===== src/rtl/freq_sort_if.sv =====
// Handshake and data bundle between the symbol counter, the frequency sorter and the tree builder.
// master drives counts/start/ready; slave (the sorter) drives the sorted stream and status.
interface freq_sort_if;
  logic       Start;
  logic [8:0] Num0, Num1, Num2, Num3, Num4, Num5, Num6, Num7, Num8, Num9;
  logic       Out_ready;
  logic       Out_valid;
  logic [3:0] Out_sym;
  logic [8:0] Out_cnt;
  logic       Out_last;
  logic [3:0] Sym_total;
  logic       Busy;
  logic       Done;

  modport master (
    output Start, Num0, Num1, Num2, Num3, Num4, Num5, Num6, Num7, Num8, Num9, Out_ready,
    input  Out_valid, Out_sym, Out_cnt, Out_last, Sym_total, Busy, Done
  );

  modport slave (
    input  Start, Num0, Num1, Num2, Num3, Num4, Num5, Num6, Num7, Num8, Num9, Out_ready,
    output Out_valid, Out_sym, Out_cnt, Out_last, Sym_total, Busy, Done
  );
endinterface


===== src/rtl/freq_sort.sv =====
// Sorts ten {count,symbol} entries ascending with an odd-even transposition network,
// then streams the nonzero-count entries out over a valid/ready handshake.
module freq_sort_cas #(
  parameter int KEY_W = 13
) (
  input  logic [KEY_W-1:0] a,
  input  logic [KEY_W-1:0] b,
  output logic [KEY_W-1:0] lo,
  output logic [KEY_W-1:0] hi
);
  logic swap;
  assign swap = a > b;
  assign lo   = swap ? b : a;
  assign hi   = swap ? a : b;
endmodule

module freq_sort (
  input  logic     Clk_in,
  input  logic     nRst,
  freq_sort_if.slave bus
);
  localparam int NUM_SYM = 10;
  localparam int CNT_W   = 9;
  localparam int SYM_W   = 4;
  localparam int KEY_W   = CNT_W + SYM_W;

  typedef enum logic [1:0] {IDLE, SORT, EMIT, FIN} state_t;

  state_t state, state_nxt;

  // Key is {cnt, sym}, so a plain unsigned compare gives ties ordered by symbol.
  logic [NUM_SYM-1:0][KEY_W-1:0] ent, load_ent, ev_net, od_net;
  logic [3:0] phase, ptr, sym_total, nz_cnt;
  logic       out_valid, xfer, last_sort, at_last;
  logic [KEY_W-1:0] cur;

  assign load_ent[0] = {bus.Num0, 4'd0};
  assign load_ent[1] = {bus.Num1, 4'd1};
  assign load_ent[2] = {bus.Num2, 4'd2};
  assign load_ent[3] = {bus.Num3, 4'd3};
  assign load_ent[4] = {bus.Num4, 4'd4};
  assign load_ent[5] = {bus.Num5, 4'd5};
  assign load_ent[6] = {bus.Num6, 4'd6};
  assign load_ent[7] = {bus.Num7, 4'd7};
  assign load_ent[8] = {bus.Num8, 4'd8};
  assign load_ent[9] = {bus.Num9, 4'd9};

  always_comb begin
    nz_cnt = '0;
    for (int k = 0; k < NUM_SYM; k++)
      nz_cnt = nz_cnt + {3'b000, |load_ent[k][KEY_W-1:SYM_W]};
  end

  genvar g;
  generate
    for (g = 0; g < NUM_SYM / 2; g++) begin : g_even
      freq_sort_cas #(.KEY_W(KEY_W)) u_cas (
        .a(ent[2*g]), .b(ent[2*g+1]), .lo(ev_net[2*g]), .hi(ev_net[2*g+1])
      );
    end
    for (g = 0; g < NUM_SYM / 2 - 1; g++) begin : g_odd
      freq_sort_cas #(.KEY_W(KEY_W)) u_cas (
        .a(ent[2*g+1]), .b(ent[2*g+2]), .lo(od_net[2*g+1]), .hi(od_net[2*g+2])
      );
    end
  endgenerate

  // End entries sit out the odd phases.
  assign od_net[0]         = ent[0];
  assign od_net[NUM_SYM-1] = ent[NUM_SYM-1];

  assign last_sort = (phase == 4'd9);
  assign at_last   = (ptr == 4'd9);
  assign out_valid = (state == EMIT);
  assign xfer      = out_valid && bus.Out_ready;

  always_ff @(posedge Clk_in or negedge nRst) begin
    if (!nRst) state <= IDLE;
    else       state <= state_nxt;
  end

  always_comb begin
    state_nxt = state;
    case (state)
      IDLE: if (bus.Start) state_nxt = SORT;
      SORT: if (last_sort) state_nxt = (sym_total != 4'd0) ? EMIT : FIN;
      EMIT: if (xfer && at_last) state_nxt = FIN;
      FIN:  state_nxt = IDLE;
      default: state_nxt = IDLE;
    endcase
  end

  always_ff @(posedge Clk_in or negedge nRst) begin
    if (!nRst) begin
      ent       <= '0;
      phase     <= '0;
      ptr       <= '0;
      sym_total <= '0;
    end else begin
      case (state)
        IDLE: if (bus.Start) begin
          ent       <= load_ent;
          sym_total <= nz_cnt;
          phase     <= '0;
        end
        SORT: begin
          ent   <= phase[0] ? od_net : ev_net;
          phase <= phase + 4'd1;
          // Zero-count entries sort to the bottom; start reading past them.
          if (last_sort) ptr <= 4'd10 - sym_total;
        end
        EMIT: if (xfer && !at_last) ptr <= ptr + 4'd1;
        default: ;
      endcase
    end
  end

  assign cur = ent[ptr];

  assign bus.Out_valid = out_valid;
  assign bus.Out_sym   = out_valid ? cur[SYM_W-1:0] : '0;
  assign bus.Out_cnt   = out_valid ? cur[KEY_W-1:SYM_W] : '0;
  assign bus.Out_last  = out_valid && at_last;
  assign bus.Sym_total = sym_total;
  assign bus.Busy      = (state != IDLE);
  assign bus.Done      = (state == FIN);
endmodule

===== src/flat_wrapper.sv =====
// flat-port wrapper written by rule: the top's interface ports become plain ports
module freq_sort_flat 
  (Clk_in, nRst, bus_Start, bus_Num0, bus_Num1, bus_Num2, bus_Num3, bus_Num4, bus_Num5, bus_Num6, bus_Num7, bus_Num8, bus_Num9, bus_Out_ready, bus_Out_valid, bus_Out_sym, bus_Out_cnt, bus_Out_last, bus_Sym_total, bus_Busy, bus_Done);
  freq_sort_if bus_i ();
  input  logic Clk_in;
  input  logic nRst;
  input wire logic [$bits(bus_i.Start)-1:0] bus_Start;
  input wire logic [$bits(bus_i.Num0)-1:0] bus_Num0;
  input wire logic [$bits(bus_i.Num1)-1:0] bus_Num1;
  input wire logic [$bits(bus_i.Num2)-1:0] bus_Num2;
  input wire logic [$bits(bus_i.Num3)-1:0] bus_Num3;
  input wire logic [$bits(bus_i.Num4)-1:0] bus_Num4;
  input wire logic [$bits(bus_i.Num5)-1:0] bus_Num5;
  input wire logic [$bits(bus_i.Num6)-1:0] bus_Num6;
  input wire logic [$bits(bus_i.Num7)-1:0] bus_Num7;
  input wire logic [$bits(bus_i.Num8)-1:0] bus_Num8;
  input wire logic [$bits(bus_i.Num9)-1:0] bus_Num9;
  input wire logic [$bits(bus_i.Out_ready)-1:0] bus_Out_ready;
  output wire logic [$bits(bus_i.Out_valid)-1:0] bus_Out_valid;
  output wire logic [$bits(bus_i.Out_sym)-1:0] bus_Out_sym;
  output wire logic [$bits(bus_i.Out_cnt)-1:0] bus_Out_cnt;
  output wire logic [$bits(bus_i.Out_last)-1:0] bus_Out_last;
  output wire logic [$bits(bus_i.Sym_total)-1:0] bus_Sym_total;
  output wire logic [$bits(bus_i.Busy)-1:0] bus_Busy;
  output wire logic [$bits(bus_i.Done)-1:0] bus_Done;
  assign bus_i.Start = bus_Start;
  assign bus_i.Num0 = bus_Num0;
  assign bus_i.Num1 = bus_Num1;
  assign bus_i.Num2 = bus_Num2;
  assign bus_i.Num3 = bus_Num3;
  assign bus_i.Num4 = bus_Num4;
  assign bus_i.Num5 = bus_Num5;
  assign bus_i.Num6 = bus_Num6;
  assign bus_i.Num7 = bus_Num7;
  assign bus_i.Num8 = bus_Num8;
  assign bus_i.Num9 = bus_Num9;
  assign bus_i.Out_ready = bus_Out_ready;
  assign bus_Out_valid = bus_i.Out_valid;
  assign bus_Out_sym = bus_i.Out_sym;
  assign bus_Out_cnt = bus_i.Out_cnt;
  assign bus_Out_last = bus_i.Out_last;
  assign bus_Sym_total = bus_i.Sym_total;
  assign bus_Busy = bus_i.Busy;
  assign bus_Done = bus_i.Done;
  freq_sort u_core (.Clk_in(Clk_in), .nRst(nRst), .bus(bus_i));
endmodule

===== config.mk =====
export PLATFORM = sky130hd
export DESIGN_NAME = freq_sort_flat
export DESIGN_NICKNAME = d
export VERILOG_FILES = /design/src/rtl/freq_sort_if.sv /design/src/rtl/freq_sort.sv /design/src/flat_wrapper.sv
export SDC_FILE = /design/constraint.sdc
export NUM_CORES = 1
export LEC_CHECK = 0
export CORE_MARGIN = 1
export CORE_UTILIZATION = 34
export CTS_CLUSTER_DIAMETER = 80
export DETAILED_ROUTE_END_ITERATION = 8
export HOLD_SLACK_MARGIN = 0.12
export SKIP_LAST_GASP = 1
export SLEW_MARGIN = 20
export SYNTH_ARGS = -nofsm -noshare
export SYNTH_HDL_FRONTEND = slang
export SYNTH_SLANG_ARGS = --single-unit

===== constraint.sdc =====
create_clock -name Clk_in -period 2.5 [get_ports Clk_in]
set_input_delay 0.5 -clock Clk_in [delete_from_list [all_inputs] [get_ports Clk_in]]
set_output_delay 0.5 -clock Clk_in [all_outputs]
set_load 0.05 [all_outputs]

==> flow_summary_export.csv <==
group,metric,value,unit
worst_hold_path,hold_start,"bus_Num1[4]",
timing,fmax,291,MHz
critical_path,required,2.86,ns
timing,slew_headroom,50.8,%
logic_synthesis,synth_area_leaders,"dfrtp_1 (30%), ha_1 (14%), mux2i_1 (12%)",
pwr,p_leak,0.00795,µW
drt,vias,11700,
critical_path,worst-setup-path-type,"in -> reg",
layout,n_fill_cell,3151,
drt,wl_met3,2390,µm
timing,skew,0.0120,ns
drt,wl_met2,20200,µm
timing,setup_viol,28,
logic_synthesis,avgSynthCellArea,9.12,µm²
drt,highest_layer,"met4",
critical_path,path_buf_inv,4,
placement,port-buffer-count,114,
layout,multi_input_area,8280,µm²
critical_path,r2r_slack,-0.05,ns
clock_network,cts_tree,"done",
critical_path,worstPathCellList,"clkdlybuf4s50_1 > nor3_2 > nand3_2 > fa_1 > fa_1 > inv_2 > fa_1 > inv_1 > fa_2 > inv_2 > fa_1 > o21ai_1",
timing,rsz0062_at_grt,"true",
clock_network,clk_pin_slew,0.06,ns
pwr,power_density,1510,nW/µm²
timing,holdWs,0.455,ns
placement,dp_hpwl,31400,µm
grt,grt.total_usage,23.0,%
layout,finish.net_count,1857,
logic_synthesis,synth_async_sr_flop_share,100,%
worst_hold_path,worstHoldPathCells,4,
layout,syn_to_final_growth,39.2,%
logic_synthesis,synthCells,1326,
drt,routedWlPerCell,20.3,µm
drt,final_antenna_net_count,0,
drt,finalWirelength,42400,µm
layout,diodes,0,
clock_network,clock_latency,0.44,ns
flow_run,cap_violations,0,
grt,antenna_found_initial,0,
pwr,ir_worst_vdd,706,µV
timing,fin_ws,-0.933,ns
clock_network,root_buffer,"clkbuf_16",
timing,drv_slew,0,
logic_synthesis,yosysUniqueCellTypes,66,
critical_path,cp-end-kind,"flop",
drt,drc_errors,0,
timing,worst_slew_pin_slew,0.738,ns
logic_synthesis,yosys_warnings,0,
logic_synthesis,ys_top_cells_by_count,"dfrtp_1 (144), inv_1 (141), mux2i_1 (141), nand2_1 (141), ha_1 (132)",
floorplan,coreArea,34800,µm²
drt,via_per_inst,5.58,
floorplan,io_pins,115,
critical_path,slowest_stage,"fa_1",
critical_path,worst_path_most_repeated_cell,"fa_1",
floorplan,initial_utilization,34.8,%
timing,final.min_clock_period,3.43,ns
logic_synthesis,synth_nets,1558,
clock_network,ctsLongestPathBuffers,2,
clock_network,numCtsBuffers,17,
outcome,status,"finished, violations left",
pwr,power,25400,µW
worst_hold_path,min_to,"u_core.ent[21]$_DFFE_PN0P_",
layout,final_cell_area,16800,µm²
outcome,violations,"negative setup slack",
drt,first_pass_iters,8,
critical_path,worst_path_largest_cell_delay,0.51,ns
timing,min_period_over_period,137,%
floorplan,fp.dieH,191,µm
logic_synthesis,yosysTopAreaCellShare,29.8,%
floorplan,rows,68,
drt,wl_met1,18700,µm
logic_synthesis,synth_edf_count,0,
logic_synthesis,yosys.cell_count.top_type,"dfrtp_1",
floorplan,die-area,36300,µm²
logic_synthesis,synth_ff_type,"dfrtp_1",
critical_path,worst_setup_path_start_kind,"input pin",
floorplan,die_w,191,µm
grt,grt_pass1_vias,11600,
placement,gp_congestion,0.897,
logic_synthesis,yosysTopAreaCell,"dfrtp_1",
critical_path,reg2reg_from,"u_core.state[1]$_DFFE_PN0P_",
critical_path,r2r-end,"u_core.ent[114]$_DFFE_PN0P_",
placement,place_area,15200,µm²
layout,final_util,48.4,%
logic_synthesis,yosysSeqAreaShare,29.8,%
layout,drive_above_1_share,26.6,%
clock_network,htreeDepth,4,
logic_synthesis,syn_area,12100,µm²
critical_path,worstPathArrival,3.79,ns
layout,seq_area,3610,µm²
worst_hold_path,min_path_type,"in -> reg",
critical_path,crit_family,"adder cells",
clock_network,cts.sinks,144,
grt,grt_pass1_wl,64700,µm
grt,grt_max_degree,81,
logic_synthesis,yosys_register_bits,144,
critical_path,cp_max_fo,2,
critical_path,worstRegToRegCells,10,
timing,finalHoldViolCount,0,
grt,grt-ovfl-total,0,
drt,dr.first_iter.drc_count,1016,
-- cell usage in the layout, fill, tap and decap left out, types with 8 or more instances in the layout --
cell type and instances:
dlygate4sd2_1 13, buf_6 22, a221o_1 22, a21oi_1 40, and3_1 8, clkbuf_8 8
nor3_1 20, mux2i_1 127, nor4_1 8, inv_1 134, nand3_1 28, ha_1 124
o22ai_2 8, and2_1 16, mux4_2 26, nand2_1 139, clkdlybuf4s50_1 66, nand4_1 21
nor2_1 31, clkbuf_16 21, mux2i_4 10, buf_4 213, o22ai_1 10, a21o_1 12
buf_12 17, dfrtp_1 139, o211ai_1 64, o21ai_0 99
-- how the worst max path moves through the flow --
stage                            from                             endpoint  slack (ns)  cells after the start
after detailed placement  bus_Num1[7]  u_core.bus.Sym_total[1]$_DFFE_PN0P_       -1.89                     13
after global placement    bus_Num1[7]  u_core.bus.Sym_total[1]$_DFFE_PN0P_       -1.86                     13
after CTS                 bus_Num1[4]  u_core.bus.Sym_total[1]$_DFFE_PN0P_       -1.06                     13
after global routing      bus_Num1[4]  u_core.bus.Sym_total[1]$_DFFE_PN0P_       -1.01                     13
after floorplan           bus_Num0[2]  u_core.bus.Sym_total[1]$_DFFE_PN0P_       -1.09                     12
final                     bus_Num9[1]  u_core.bus.Sym_total[1]$_DFFE_PN0P_       -0.93                     12
-- sequential cells by signal, indices dropped and copies added, names as in the netlist --
| signal | flops |
|---|---|
| u_core.bus.Sym_total | 4 |
| u_core.phase | 4 |
| u_core.state | 2 |
| u_core.ent | 130 |
| u_core.ptr | 4 |
-- where the power goes --
part / total (µW) / internal [µW] / switching [µW]
registers: 4650 / 3430 / 1220
logic: 18000 / 8380 / 9630
clock network: 2770 / 1690 / 1080
-- cell families (layout without fill, tap and decap cells) --
kind of cell / after synthesis / after routing / share of synthesized area [%]
multiplexers: 175 / 175 / 17.3
XOR/XNOR: 3 / 3 / 0.217
flip-flops: 144 / 144 / 29.8
AO/OA/AOI/OAI: 326 / 326 / 17.9
adder cells (fa/ha/maj): 138 / 138 / 14.6
AND/OR/NAND/NOR: 324 / 326 / 12.8
buffers and inverters: 216 / 525 / 7.24
-- cell type report --
class | count | area share [%]
clock buffer | 25 | 3.18
clock inverter | 6 | 0.550
inverter | 141 | 3.14
multi-input combinational | 968 | 49.2
sequential | 144 | 21.5
tap | 455 | 3.38
timing repair buffer | 353 | 19.1
-- per-stage QoR --
step	instances	setup slack, ns	setup TNS, ns
CTS	2069	-1.06	-7.62
global route	2092	-1.01	-9.55
detailed placement	2028	-1.89	-28.13
global placement	2028	-1.86	-27.56
floorplan	1326	-1.09	-3.91
finish	2092	-0.933	-7.19
-- timing repair --
item	4_1_cts	5_1_grt
pin swaps	34	52
cloned	2	5
hold endpoints to repair	57	0
hold buffers	1	0
gates resized for setup	120	95
endpoints found under the setup margin	115	145
setup buffers	7	20
-- routing by layer --
layer	vias to the layer above	GRT usage, %
li1	5445	-
met1	5775	31.5
met2	398	37.8
met3	62	2.37
met4	0	7.72
met5	-	0
-- worst min-delay path, stage by stage --
cell,delay (ns)
buf_8,0.08
buf_4,0.10
o21ai_0,0.06
mux2i_1,0.11
No activity file was read; power rests on OpenSTA's default activity.
